**config.mk**
```make
export PLATFORM = sky130hd
export DESIGN_NAME = uart_cmd_parser
export DESIGN_NICKNAME = d
export VERILOG_FILES = /design/src/rtl/uart_pkg.sv /design/src/rtl/cmd_buf.sv /design/src/rtl/uart_cmd_parser.sv
export SDC_FILE = /design/constraint.sdc
export NUM_CORES = 1
export LEC_CHECK = 0
export CAP_MARGIN = 20
export CORE_MARGIN = 2
export CORE_UTILIZATION = 61
export DETAILED_ROUTE_END_ITERATION = 10
export PLACE_DENSITY = 0.84
export SLEW_MARGIN = 20
export SYNTH_ARGS = -nofsm -noshare
export SYNTH_HDL_FRONTEND = slang
export SYNTH_SLANG_ARGS = --single-unit
```
**constraint.sdc**
```tcl
create_clock -name clk -period 3.18 [get_ports clk]
set_input_delay 0.636 -clock clk [delete_from_list [all_inputs] [get_ports clk]]
set_output_delay 0.636 -clock clk [all_outputs]
set_load 0.01 [all_outputs]
```
**src/rtl/uart_pkg.sv**
```systemverilog
`default_nettype none
// ============================================================================
// Module   : uart_pkg
// Purpose  : Shared state encoding, error codes and constants for the UART
//            command-frame parser.
// Revision : 1.0  initial release
// ============================================================================
package uart_pkg;

    localparam int c_ST_W = 3;

    localparam logic [c_ST_W-1:0] c_ST_IDLE    = 3'd0;
    localparam logic [c_ST_W-1:0] c_ST_ADDR    = 3'd1;
    localparam logic [c_ST_W-1:0] c_ST_LEN     = 3'd2;
    localparam logic [c_ST_W-1:0] c_ST_PAYLOAD = 3'd3;
    localparam logic [c_ST_W-1:0] c_ST_CSUM    = 3'd4;
    localparam logic [c_ST_W-1:0] c_ST_COMMIT  = 3'd5;

    localparam logic [1:0] c_ERR_NONE     = 2'b00;
    localparam logic [1:0] c_ERR_BAD_LEN  = 2'b01;
    localparam logic [1:0] c_ERR_BAD_CSUM = 2'b10;
    localparam logic [1:0] c_ERR_TIMEOUT  = 2'b11;

    localparam logic [7:0] c_SYNC_BYTE_DEFAULT = 8'hA5;

    function automatic logic len_valid(input logic [7:0] len, input int max_len);
        return (len != 8'd0) && (int'(len) <= max_len);
    endfunction

endpackage
`default_nettype wire

```
**src/rtl/cmd_buf.sv**
```systemverilog
`default_nettype none
// ============================================================================
// Module   : cmd_buf
// Purpose  : Payload storage, one write port and one registered read port.
// Revision : 1.0  initial release
// ============================================================================
module cmd_buf #(
    parameter int DEPTH = 16,
    parameter int AW    = 4
) (
    input  logic          clk,
    input  logic          rst_n,
    input  logic          i_we,
    input  logic [AW-1:0] i_waddr,
    input  logic [7:0]    i_wdata,
    input  logic [AW-1:0] i_raddr,
    output logic [7:0]    o_rdata
);

    logic [7:0] r_mem [DEPTH];
    logic [7:0] r_rdata;

    always_ff @(posedge clk) begin
        if (i_we) begin
            r_mem[i_waddr] <= i_wdata;
        end
    end

    always_ff @(posedge clk or negedge rst_n) begin
        if (!rst_n) begin
            r_rdata <= 8'h00;
        end else begin
            r_rdata <= r_mem[i_raddr];
        end
    end

    assign o_rdata = r_rdata;

endmodule
`default_nettype wire

```
**src/rtl/uart_cmd_parser.sv**
```systemverilog
`default_nettype none
// ============================================================================
// Module   : uart_cmd_parser
// Purpose  : Parses SYNC/ADDR/LEN/payload/CSUM frames from a UART byte stream
//            and replays the payload as register-bank writes.
// Revision : 1.0  initial release
// ============================================================================
module uart_cmd_parser #(
    parameter logic [7:0] SYNC_BYTE      = uart_pkg::c_SYNC_BYTE_DEFAULT,
    parameter int         TIMEOUT_CYCLES = 100000,
    parameter int         MAX_LEN        = 16
) (
    input  logic       clk,
    input  logic       rst_n,
    input  logic [7:0] rx_data,
    input  logic       rx_valid,
    input  logic       wr_ready,
    output logic       wr_en,
    output logic [7:0] wr_addr,
    output logic [7:0] wr_data,
    output logic       frame_ok,
    output logic       frame_err,
    output logic [1:0] err_code,
    output logic       rx_drop,
    output logic       busy
);
    import uart_pkg::*;

    localparam int              c_AW       = (MAX_LEN > 1) ? $clog2(MAX_LEN) : 1;
    localparam int              c_TW       = $clog2(TIMEOUT_CYCLES + 1);
    localparam logic [c_TW-1:0] c_TO_LIMIT = c_TW'(TIMEOUT_CYCLES);

    logic [c_ST_W-1:0] r_state;
    logic [7:0]        r_base;
    logic [7:0]        r_len;
    logic [7:0]        r_idx;
    logic [7:0]        r_sum;
    logic [c_TW-1:0]   r_to_cnt;
    logic              r_wr_en;
    logic [7:0]        r_wr_addr;
    logic              r_frame_ok;
    logic              r_frame_err;
    logic [1:0]        r_err_code;
    logic              r_rx_drop;

    logic              w_accept;
    logic              w_last_beat;
    logic              w_timed;
    logic [c_TW-1:0]   w_to_cnt_inc;
    logic              w_to_hit;
    logic [7:0]        w_sum_next;
    logic              w_buf_we;
    logic [c_AW-1:0]   w_rd_idx;
    logic [7:0]        w_buf_rdata;

    assign w_accept     = r_wr_en & wr_ready;
    assign w_last_beat  = (r_idx == (r_len - 8'd1));
    assign w_timed      = (r_state == c_ST_ADDR) || (r_state == c_ST_LEN) ||
                          (r_state == c_ST_PAYLOAD) || (r_state == c_ST_CSUM);
    assign w_to_cnt_inc = r_to_cnt + 1'b1;
    assign w_to_hit     = w_timed && !rx_valid && (w_to_cnt_inc == c_TO_LIMIT);
    assign w_sum_next   = r_sum + rx_data;
    assign w_buf_we     = (r_state == c_ST_PAYLOAD) && rx_valid;

    // Read one beat ahead on acceptance so the next beat's data lands with the
    // address update; while stalled the same entry is re-read every cycle.
    assign w_rd_idx = (r_state != c_ST_COMMIT) ? '0 :
                      w_accept ? (r_idx[c_AW-1:0] + 1'b1) : r_idx[c_AW-1:0];

    cmd_buf #(
        .DEPTH (MAX_LEN),
        .AW    (c_AW)
    ) u_cmd_buf (
        .clk     (clk),
        .rst_n   (rst_n),
        .i_we    (w_buf_we),
        .i_waddr (r_idx[c_AW-1:0]),
        .i_wdata (rx_data),
        .i_raddr (w_rd_idx),
        .o_rdata (w_buf_rdata)
    );

    always_ff @(posedge clk or negedge rst_n) begin
        if (!rst_n) begin
            r_state     <= c_ST_IDLE;
            r_base      <= 8'h00;
            r_len       <= 8'h00;
            r_idx       <= 8'h00;
            r_sum       <= 8'h00;
            r_to_cnt    <= '0;
            r_wr_en     <= 1'b0;
            r_wr_addr   <= 8'h00;
            r_frame_ok  <= 1'b0;
            r_frame_err <= 1'b0;
            r_err_code  <= c_ERR_NONE;
            r_rx_drop   <= 1'b0;
        end else begin
            r_frame_ok  <= 1'b0;
            r_frame_err <= 1'b0;
            r_err_code  <= c_ERR_NONE;
            r_rx_drop   <= 1'b0;

            if (!w_timed || rx_valid) begin
                r_to_cnt <= '0;
            end else begin
                r_to_cnt <= w_to_cnt_inc;
            end

            case (r_state)
                c_ST_IDLE: begin
                    if (rx_valid && (rx_data == SYNC_BYTE)) begin
                        r_state <= c_ST_ADDR;
                    end
                end
                c_ST_ADDR: begin
                    if (rx_valid) begin
                        r_base  <= rx_data;
                        r_sum   <= rx_data;
                        r_state <= c_ST_LEN;
                    end
                end
                c_ST_LEN: begin
                    if (rx_valid) begin
                        r_len <= rx_data;
                        r_sum <= w_sum_next;
                        r_idx <= 8'h00;
                        if (len_valid(rx_data, MAX_LEN)) begin
                            r_state <= c_ST_PAYLOAD;
                        end else begin
                            r_frame_err <= 1'b1;
                            r_err_code  <= c_ERR_BAD_LEN;
                            r_state     <= c_ST_IDLE;
                        end
                    end
                end
                c_ST_PAYLOAD: begin
                    if (rx_valid) begin
                        r_sum <= w_sum_next;
                        r_idx <= r_idx + 8'd1;
                        if (w_last_beat) begin
                            r_state <= c_ST_CSUM;
                        end
                    end
                end
                c_ST_CSUM: begin
                    if (rx_valid) begin
                        if (w_sum_next == 8'h00) begin
                            r_idx     <= 8'h00;
                            r_wr_en   <= 1'b1;
                            r_wr_addr <= r_base;
                            r_state   <= c_ST_COMMIT;
                        end else begin
                            r_frame_err <= 1'b1;
                            r_err_code  <= c_ERR_BAD_CSUM;
                            r_state     <= c_ST_IDLE;
                        end
                    end
                end
                c_ST_COMMIT: begin
                    if (rx_valid) begin
                        r_rx_drop <= 1'b1;
                    end
                    if (w_accept) begin
                        if (w_last_beat) begin
                            r_wr_en    <= 1'b0;
                            r_frame_ok <= 1'b1;
                            r_state    <= c_ST_IDLE;
                        end else begin
                            r_idx     <= r_idx + 8'd1;
                            r_wr_addr <= r_wr_addr + 8'd1;
                        end
                    end
                end
                default: begin
                    r_state <= c_ST_IDLE;
                end
            endcase

            // Only reachable without rx_valid, so an arriving byte always wins.
            if (w_to_hit) begin
                r_frame_err <= 1'b1;
                r_err_code  <= c_ERR_TIMEOUT;
                r_state     <= c_ST_IDLE;
            end
        end
    end

    assign wr_en     = r_wr_en;
    assign wr_addr   = r_wr_addr;
    assign wr_data   = w_buf_rdata;
    assign frame_ok  = r_frame_ok;
    assign frame_err = r_frame_err;
    assign err_code  = r_err_code;
    assign rx_drop   = r_rx_drop;
    assign busy      = (r_state != c_ST_IDLE);

endmodule
`default_nettype wire

```
# Word level (Yosys, flattened, before mapping)
# Memories as Yosys holds them, arrays and structs flattened. A register that Yosys moved wholly into a read port is not among the register bits.
# Index checks and enable logic that the tools add are counted.
[word_totals]
regBits = 66
mem_bits_rw = 128
output_inout_bits = 23
elab_cells = 128
memories = 1
[op_classes]
addsub = 6
n_lt_le_gt_ge = 1
eq_ne = 26
muxes = 54
bitwise = 1
reduce_logical = 27
[memory_table]
columns = ["memory", "words", "width", "rd", "rd_ports_with_merged_regs", "wr", "line_no", "text"]
rows = [
  ["u_cmd_buf.r_mem", 16, 8, 1, 1, 1, "cmd_buf.sv:20", "logic [7:0] r_mem [DEPTH];"],
]
[ops]
columns = ["operator", "count"]
rows = [
  ["$mux 8", 12],
  ["$pmux 8 s2", 2],
  ["$pmux 8 s4", 1],
  ["$mux 3", 10],
  ["$ne 3x3->1 const B", 9],
  ["$mux 1", 18],
  ["$pmux 3 s6", 1],
  ["$add 17x1->17 const B", 1],
  ["$eq 17x17->1 const B", 1],
  ["$mux 17", 1],
  ["$add 8x1->8 const B", 2],
  ["$ne 2x2->1 const B", 7],
  ["$reduce_and 5->1", 2],
  ["$add 8x8->8", 1],
  ["$eq 8x8->1", 1],
  ["$eq 8x8->1 const B", 1],
  ["$le 8x5->1 const B", 1],
  ["$logic_not 8->1", 1],
  ["$mux 2", 4],
  ["$mux 4", 2],
  ["$reduce_and 8->1", 1],
  ["$reduce_bool 8->1", 1],
  ["$sub 8x1->8 const B", 1],
  ["$reduce_and 7->1", 1],
  ["other kinds (18)", 33],
]

# Depth between registers and ports, before layout
# Gate-level depths: netlist (run 1).
[logic_depth]
depth_word = 8
ltp_mapped = 11

# Modules after synthesis
# A second synthesis (run 1) with hierarchy kept.
[hier_totals]
cells_unflattened = 683
area_unflattened_um2 = 9366.5
[modules_own_cells]
columns = ["module", "n_inst", "cells_each", "area_each_um2"]
rows = [
  ["cmd_buf", 1, 229, 5187.5],
  ["uart_cmd_parser", 1, 454, 4179.0],
]

# Worst setup path after synthesis (run 1)
# No wires, ideal clock.
[synth_path]
kind = "in2reg"
from = "in rx_data[6]"
to = "reg r_wr_addr[7] (netlist: wr_addr[7])"
arrival_ns = 2.899
required_ns = 3.059
slack_ns = 0.160
stages = 8
path_buffers = 0
cell_sequence = "ha_1 > inv_1 > o31a_1 > or3_1 > a2111o_1 > o31ai_4 > a21bo_1 > a22o_1"
[synth_via]
elab_chain_len = 4
[synth_lines]
columns = ["element", "line_no", "text"]
rows = [
  ["start, declared", "uart_cmd_parser.sv:15", "input logic [7:0] rx_data,"],
  ["$add 8x8->8", "uart_cmd_parser.sv:62", "assign w_sum_next = r_sum + rx_data;"],
  ["$logic_not 8->1", "uart_cmd_parser.sv:147", "if (w_sum_next == 8'h00) begin"],
  ["$ne 2x1->1 (no source line)", "--", ""],
  ["$reduce_and 5->1 (no source line)", "--", ""],
  ["end signal, assigned", "uart_cmd_parser.sv:150", "r_wr_addr <= r_base;"],
  ["end signal, assigned", "uart_cmd_parser.sv:170", "r_wr_addr <= r_wr_addr + 8'd1;"],
  ["end, declared", "uart_cmd_parser.sv:40", "logic [7:0] r_wr_addr;"],
]
# No other way between the ends.
# A chain may end at the register's enable or synchronous reset.

# Worst setup path in the final report (run 1)
[layout_path]
from = "in rx_data[1]"
to = "reg r_wr_addr[7] (netlist: wr_addr[7])"
# Same word-level chain as after synthesis.

==> results of run 1 <==
stage by stage:
step | util [%] | total power [mW] | TNS [ns]
2_1_floorplan | - | 4.65 | 0
3_3_place_gp | 69.1 | 5.29 | -6.72
3_5_place_dp | 69.1 | 5.40 | -8.02
4_1_cts | 73.8 | 7.97 | 0
5_1_grt | 74.1 | 8.42 | -0.0104
6_report | 74.1 | 8.02 | 0
cells by family after synthesis:
group	share of synthesized area [%]
AND/OR/NAND/NOR	11.1
AO/OA/AOI/OAI	7.27
XOR/XNOR	3.02
multiplexers	14.7
adder cells (fa/ha/maj)	2.17
buffers and inverters	2.15
flip-flops	59.6
worst max-delay path, cell delays in order:
cell and delay [ns]:
clkdlybuf4s50_1 0.56, inv_1 0.11, fa_2 0.46, nor2b_4 0.16, o22ai_1 0.11, xnor2_1 0.15, a2111o_1 0.47, o31ai_4 0.30
buf_4 0.18, a21bo_1 0.19, a22o_1 0.17
registers in the layout, indices dropped and copies added, names as in the netlist, 2 cells and up:
register / count
wr_addr: 8
r_len: 8
u_cmd_buf.o_rdata: 8
r_sum: 8
r_to_cnt: 17
u_cmd_buf.r_mem: 128
r_base: 8
r_idx: 8
err_code: 2
r_state: 3
routing by layer:
layer | up-vias | GRT usage (%)
li1 | 2924 | -
met1 | 3178 | 35.0
met2 | 239 | 46.3
met3 | 49 | 4.54
met4 | 0 | 8.38
met5 | - | 0
path summary, 6_finish.rpt:
path                                                       end  slack (ns)  cells after the start
worst max-delay path                    wr_addr[7]$_DFFE_PN0P_        0.06                     11
worst max register to register          wr_addr[7]$_DFFE_PN0P_        0.31                      9
worst min register to register           r_base[3]$_DFFE_PN0P_        0.50                      1
worst min-delay path            u_cmd_buf.o_rdata[4]$_DFF_PN0_        0.25                      1
min in group clk                         r_base[3]$_DFFE_PN0P_        0.50                      1
max in group asynchronous                r_to_cnt[2]$_DFF_PN0_        2.24                      1
layout make-up:
cell class                      count  area (um^2)  share of cell area, %
Sequential cell                   202         5700                   50.4
Multi-Input combinational cell    494         3710                   32.8
Timing Repair Buffer               97          863                   7.63
Clock buffer                       26          564                   4.99
Tap cell                          211          264                   2.33
Clock inverter                     12          163                   1.44
Inverter                           13         48.8                  0.431
power by group:
part / switching (mW) / internal (mW) / leakage (nW)
Clock: 0.973 / 1.59 / 0.354
Combinational: 1.12 / 0.986 / 2.21
Sequential: 0.298 / 3.06 / 2.10
cell usage in the layout, fill, tap and decap left out, types with 7 or more instances in the layout:
| cell | netlist | routed |
|---|---|---|
| nand2_1 | 49 | 48 |
| a21oi_1 | 26 | 24 |
| nor3b_1 | 7 | 7 |
| and3_1 | 11 | 11 |
| nor2_1 | 53 | 52 |
| o21ai_0 | 18 | 18 |
| a31oi_1 | 12 | 12 |
| nor3_1 | 9 | 9 |
| dfrtp_1 | 74 | 74 |
| nand3_1 | 19 | 19 |
| nand2b_1 | 13 | 12 |
| clkdlybuf4s50_1 | 0 | 29 |
| clkbuf_16 | 0 | 21 |
| mux2i_1 | 123 | 123 |
| edfxtp_1 | 128 | 128 |
| mux2_2 | 15 | 15 |
| xor2_1 | 15 | 14 |
| xnor2_1 | 18 | 18 |
| ha_1 | 15 | 14 |
| buf_4 | 0 | 60 |
| inv_1 | 13 | 13 |
timing repair:
action | in CTS | in global routing
setup buffers | 0 | 1
setup endpoints to repair | 4 | 16
pin swaps | 0 | 1
resized for setup | 3 | 10
==> impl_metrics.py, run 1 <==
metrics = {
    "logic_synthesis": {
        "syn_area_um2": 9560,
        "ys_warn_count": 0,
        "yosysUniqueCellTypes": 59,
        "synthTopCellsByCount": "128 x edfxtp_1, 123 x mux2i_1, 74 x dfrtp_1, 53 x nor2_1, 49 x nand2_1",
        "synth_edf_count": 128,
        "ys_seq_elements": 202,
        "syn_inst": 743,
        "synth_top_cell_by_area": "edfxtp_1",
        "synth.most_common_cell": "edfxtp_1",
        "netlist_top_cells_area": "edfxtp_1 40%, dfrtp_1 19%, mux2i_1 13%",
        "synth-seq-area-share_pct": 59.6,
        "ys.flop_type": "edfxtp_1",
        "async_reset_ff_share_pct": 36.6,
        "synth.avg_cell_area_um2": 12.9,
        "synth_nets": 771,
        "yosys.area.top_type_share_pct": 40.2,
    },
    "floorplanning": {
        "start_util_pct": 62.6,
        "ios": 35,
        "core.rowCount": 45,
        "die_width_um": 129,
        "core_um2": 15300,
        "dieArea_um2": 16700,
        "chipHeight_um": 129,
    },
    "cts": {
        "h-tree-depth": 1,
        "cts_buffer_depth": 3,
        "clock_latency_ns": 0.50,
        "path_clk_slew_ns": 0.06,
        "cts.root.buffer_cell": "clkbuf_16",
        "cts_buffers": 21,
        "cts_tree": "yes",
        "cts_sinks": 202,
        "holdBufCountCts": 0,
    },
    "sta": {
        "holdWs_ns": 0.250,
        "final.setup.worst_slack_ns": 0.0639,
        "fin_crit_ns": 3.12,
        "hold_viol_final": 0,
        "fmax_mhz": 321,
        "slew_violations": 0,
        "setup_violations": 0,
        "finClkSkew_ns": 0.0124,
        "worstMarginPinSlew_ns": 0.982,
        "finalCritPeriodShare_pct": 98.0,
        "slew_headroom_pct": 34.5,
    },
    "global_route": {
        "grt_pass1_wl_mm": 34.5,
        "grt.overflow.total": 0,
        "antenna_found_initial": 0,
        "grt_pass1_vias": 6547,
        "grt_max_degree": 75,
        "gr-usage-all-layers_pct": 26.8,
    },
    "routing": {
        "met3WireLength_mm": 1.33,
        "wire_per_inst_um": 20.3,
        "antenna_left": 0,
        "met2_length_mm": 10.8,
        "drt-total-wl_mm": 21.4,
        "dr_total_vias": 6390,
        "wl_met1_mm": 8.75,
        "highest_layer": "met4",
        "viasPerCell": 6.06,
        "drc_errors": 0,
        "initialDrtViolationCount": 538,
        "firstDrtPassIters": 5,
    },
    "power_and_ir_drop": {
        "p_leak_nw": 4.67,
        "p_per_area_nw_per_um2": 709,
        "vdd_drop_max_mv": 0.517,
    },
    "critical_path": {
        "cp.required_ns": 3.56,
        "setup.worst_path.start": "rx_data[1]",
        "startpoint_type": "input port",
        "cp-end-kind": "flop",
        "crit_fanout": 6,
        "worstPathArrival_ns": 3.50,
        "crit_type": "input port to flop",
        "r2r-start": "r_sum[5]$_DFFE_PN0P_",
    },
    "cells_and_area": {
        "antennaDiodeCount": 0,
        "area_growth_syn_to_layout_pct": 18.4,
        "drive_gt1_share_pct": 16.1,
        "final_cell_area_um2": 11300,
        "fillers": 951,
        "nets": 857,
        "final_cells": 1055,
    },
    "min_path": {
        "hold_class": "input port to asynchronous set/reset pin",
    },
    "placed_design": {
        "place_area_um2": 10500,
        "io_buffers": 34,
        "place_inst": 1016,
        "routabilityCongestion": 0.952,
        "dp_hpwl_mm": 14.0,
        "pre_cts_ws_ns": -0.511,
    },
    "run": {
        "max-cap-violations": 0,
    },
    "outcome": {
        "status": "finished clean",
    },
}
Power figures use the tool's default switching activity.
==> run 2, diff against run 1 <==
--- a/config.mk
+++ b/config.mk
@@ -7,9 +7,9 @@
 export LEC_CHECK = 0
 export CAP_MARGIN = 20
 export CORE_MARGIN = 2
-export CORE_UTILIZATION = 61
+export CORE_UTILIZATION = 44
 export DETAILED_ROUTE_END_ITERATION = 10
-export PLACE_DENSITY = 0.84
+export PLACE_DENSITY = 0.65
 export SLEW_MARGIN = 20
 export SYNTH_ARGS = -nofsm -noshare
 export SYNTH_HDL_FRONTEND = slang
==> impl_metrics.py, run 2 (synthesis gave the netlist of run 1 again) <==
metrics = {
    "sta": {
        "finalCritPeriodShare_pct": 97.6,
        "final.setup.worst_slack_ns": 0.0756,
        "slew_headroom_pct": 34.2,
        "hold_viol_final": 0,
        "finClkSkew_ns": 0.00930,
        "fmax_mhz": 322,
        "setup_violations": 0,
        "fin_crit_ns": 3.10,
        "worstMarginPinSlew_ns": 0.987,
        "slew_violations": 0,
    },
    "critical_path": {
        "cp.required_ns": 3.59,
        "reg2regPathDepth": 10,
        "r2r-start": "r_len[0]$_DFFE_PN0P_",
        "regToRegSetupSlack_ns": 0.32,
        "crit_fanout": 13,
        "setup.worst_path.start": "rx_data[1]",
        "timing.rr.end": "r_idx[7]$_DFFE_PN0P_",
        "worstPathArrival_ns": 3.52,
        "cp-end-kind": "flop",
        "startpoint_type": "input port",
        "crit_type": "input port to flop",
    },
    "min_path": {
        "hold_class": "input port to asynchronous set/reset pin",
    },
    "routing": {
        "dr_total_vias": 6323,
        "wire_per_inst_um": 19.7,
        "antenna_left": 0,
        "drc_errors": 0,
        "drt-total-wl_mm": 22.1,
        "initialDrtViolationCount": 420,
        "firstDrtPassIters": 5,
        "viasPerCell": 5.64,
    },
    "global_route": {
        "gr-usage-all-layers_pct": 19.8,
        "grt.overflow.total": 0,
        "antenna_found_initial": 0,
        "grt_max_degree": 75,
        "grt_pass1_vias": 6529,
        "grt_pass1_wl_mm": 35.2,
    },
    "power_and_ir_drop": {
        "p_per_area_nw_per_um2": 702,
        "vdd_drop_max_mv": 0.544,
        "p_leak_nw": 4.64,
    },
    "floorplanning": {
        "dieArea_um2": 22900,
        "core_um2": 21200,
        "die_width_um": 151,
        "core.rowCount": 53,
        "chipHeight_um": 151,
        "start_util_pct": 45.2,
        "ios": 35,
    },
    "placed_design": {
        "pre_cts_ws_ns": -0.567,
        "io_buffers": 34,
        "place_area_um2": 10600,
        "dp_hpwl_mm": 14.4,
        "routabilityCongestion": 0.916,
        "place_inst": 1080,
    },
    "cts": {
        "cts_sinks": 202,
        "holdBufCountCts": 0,
        "h-tree-depth": 1,
        "path_clk_slew_ns": 0.06,
        "cts_buffer_depth": 3,
        "cts_buffers": 22,
        "cts.root.buffer_cell": "clkbuf_16",
        "cts_tree": "yes",
        "clock_latency_ns": 0.50,
    },
    "cells_and_area": {
        "nets": 860,
        "antennaDiodeCount": 0,
        "final_common_cell": "edfxtp_1",
        "final_cell_area_um2": 11400,
        "drive_gt1_share_pct": 15.8,
        "fillers": 1761,
        "reg_top3": "u_cmd_buf.r_mem (128), r_to_cnt (17)",
        "largest-register": "u_cmd_buf.r_mem",
        "area_growth_syn_to_layout_pct": 18.9,
        "largest_reg_flops": 128,
        "layout_common_cells": "128 x edfxtp_1, 123 x mux2i_1, 74 x dfrtp_1",
        "final_cells": 1122,
    },
    "outcome": {
        "status": "finished clean",
    },
    "run": {
        "max-cap-violations": 0,
    },
}
==> run 2: final cells by class <==
type                    instances  area, um^2  share of cell area [%]
flip-flops and latches        202        5700                    50.1
multi-input cells             494        3700                    32.6
repair buffers                 99         871                    7.67
clock buffers                  24         579                    5.10
well taps                     275         344                    3.03
clock inverters                15         120                    1.06
inverters                      13        48.8                   0.430
==> run 2: where the power goes <==
| part | total (mW) | switching [mW] | leakage [nW] | internal, mW |
|---|---|---|---|---|
| clock network | 2.48 | 1.01 | 0.337 | 1.47 |
| registers | 3.35 | 0.292 | 2.10 | 3.06 |
| logic | 2.15 | 1.13 | 2.19 | 1.01 |
==> run 2: per-layer routing <==
metal / routed length [um] / track usage (%) / up-vias / share of wire, %
met5: 0 / 0 / - / 0
met4: 691 / 6.50 / 0 / 3.1
met3: 1070 / 2.80 / 51 / 4.8
met2: 10600 / 33.2 / 167 / 48
met1: 9670 / 26.7 / 3163 / 44
li1: - / - / 2942 / -
==> run 2: worst max-delay path by stage <==
stage / to / slack [ns] / cells past startpoint
final: wr_addr[0]$_DFFE_PN0P_ / 0.08 / 11
after global placement: wr_addr[7]$_DFFE_PN0P_ / -0.45 / 12
after global routing: wr_addr[0]$_DFFE_PN0P_ / -0.05 / 11
after detailed placement: wr_addr[0]$_DFFE_PN0P_ / -0.57 / 13
after floorplan: wr_addr[7]$_DFFE_PN0P_ / 0.16 / 8
after CTS: wr_addr[0]$_DFFE_PN0P_ / 0.007 / 14
==> run 2: through the flow <==
step	power [mW]	utilization, %	TNS, ns	hold WS (ns)
6_report	7.97	53.7	0	0.254
5_1_grt	8.39	53.7	-0.0505	0.339
4_1_cts	7.96	53.6	0	0.310
3_5_place_dp	5.43	50.1	-7.40	0.496
3_3_place_gp	5.36	50.1	-6.44	0.485
2_1_floorplan	4.65	-	0	0.340
==> run 2: what timing repair did <==
action                     4_1_cts  5_1_grt
cloned                           0        0
setup buffers                    3        0
setup endpoints to repair        1       13
pin swaps                        3        3
gates resized for setup          2        6
==> run 2: worst max-delay path: stages <==
cell             delay [ns]
clkdlybuf4s50_1        0.51
ha_1                   0.33
a211oi_1               0.38
o21a_1                 0.24
o21ai_0                0.11
a2111o_1               0.49
o31ai_4                0.25
buf_6                  0.15
buf_6                  0.14
a21oi_1                0.08
a31oi_1                0.18
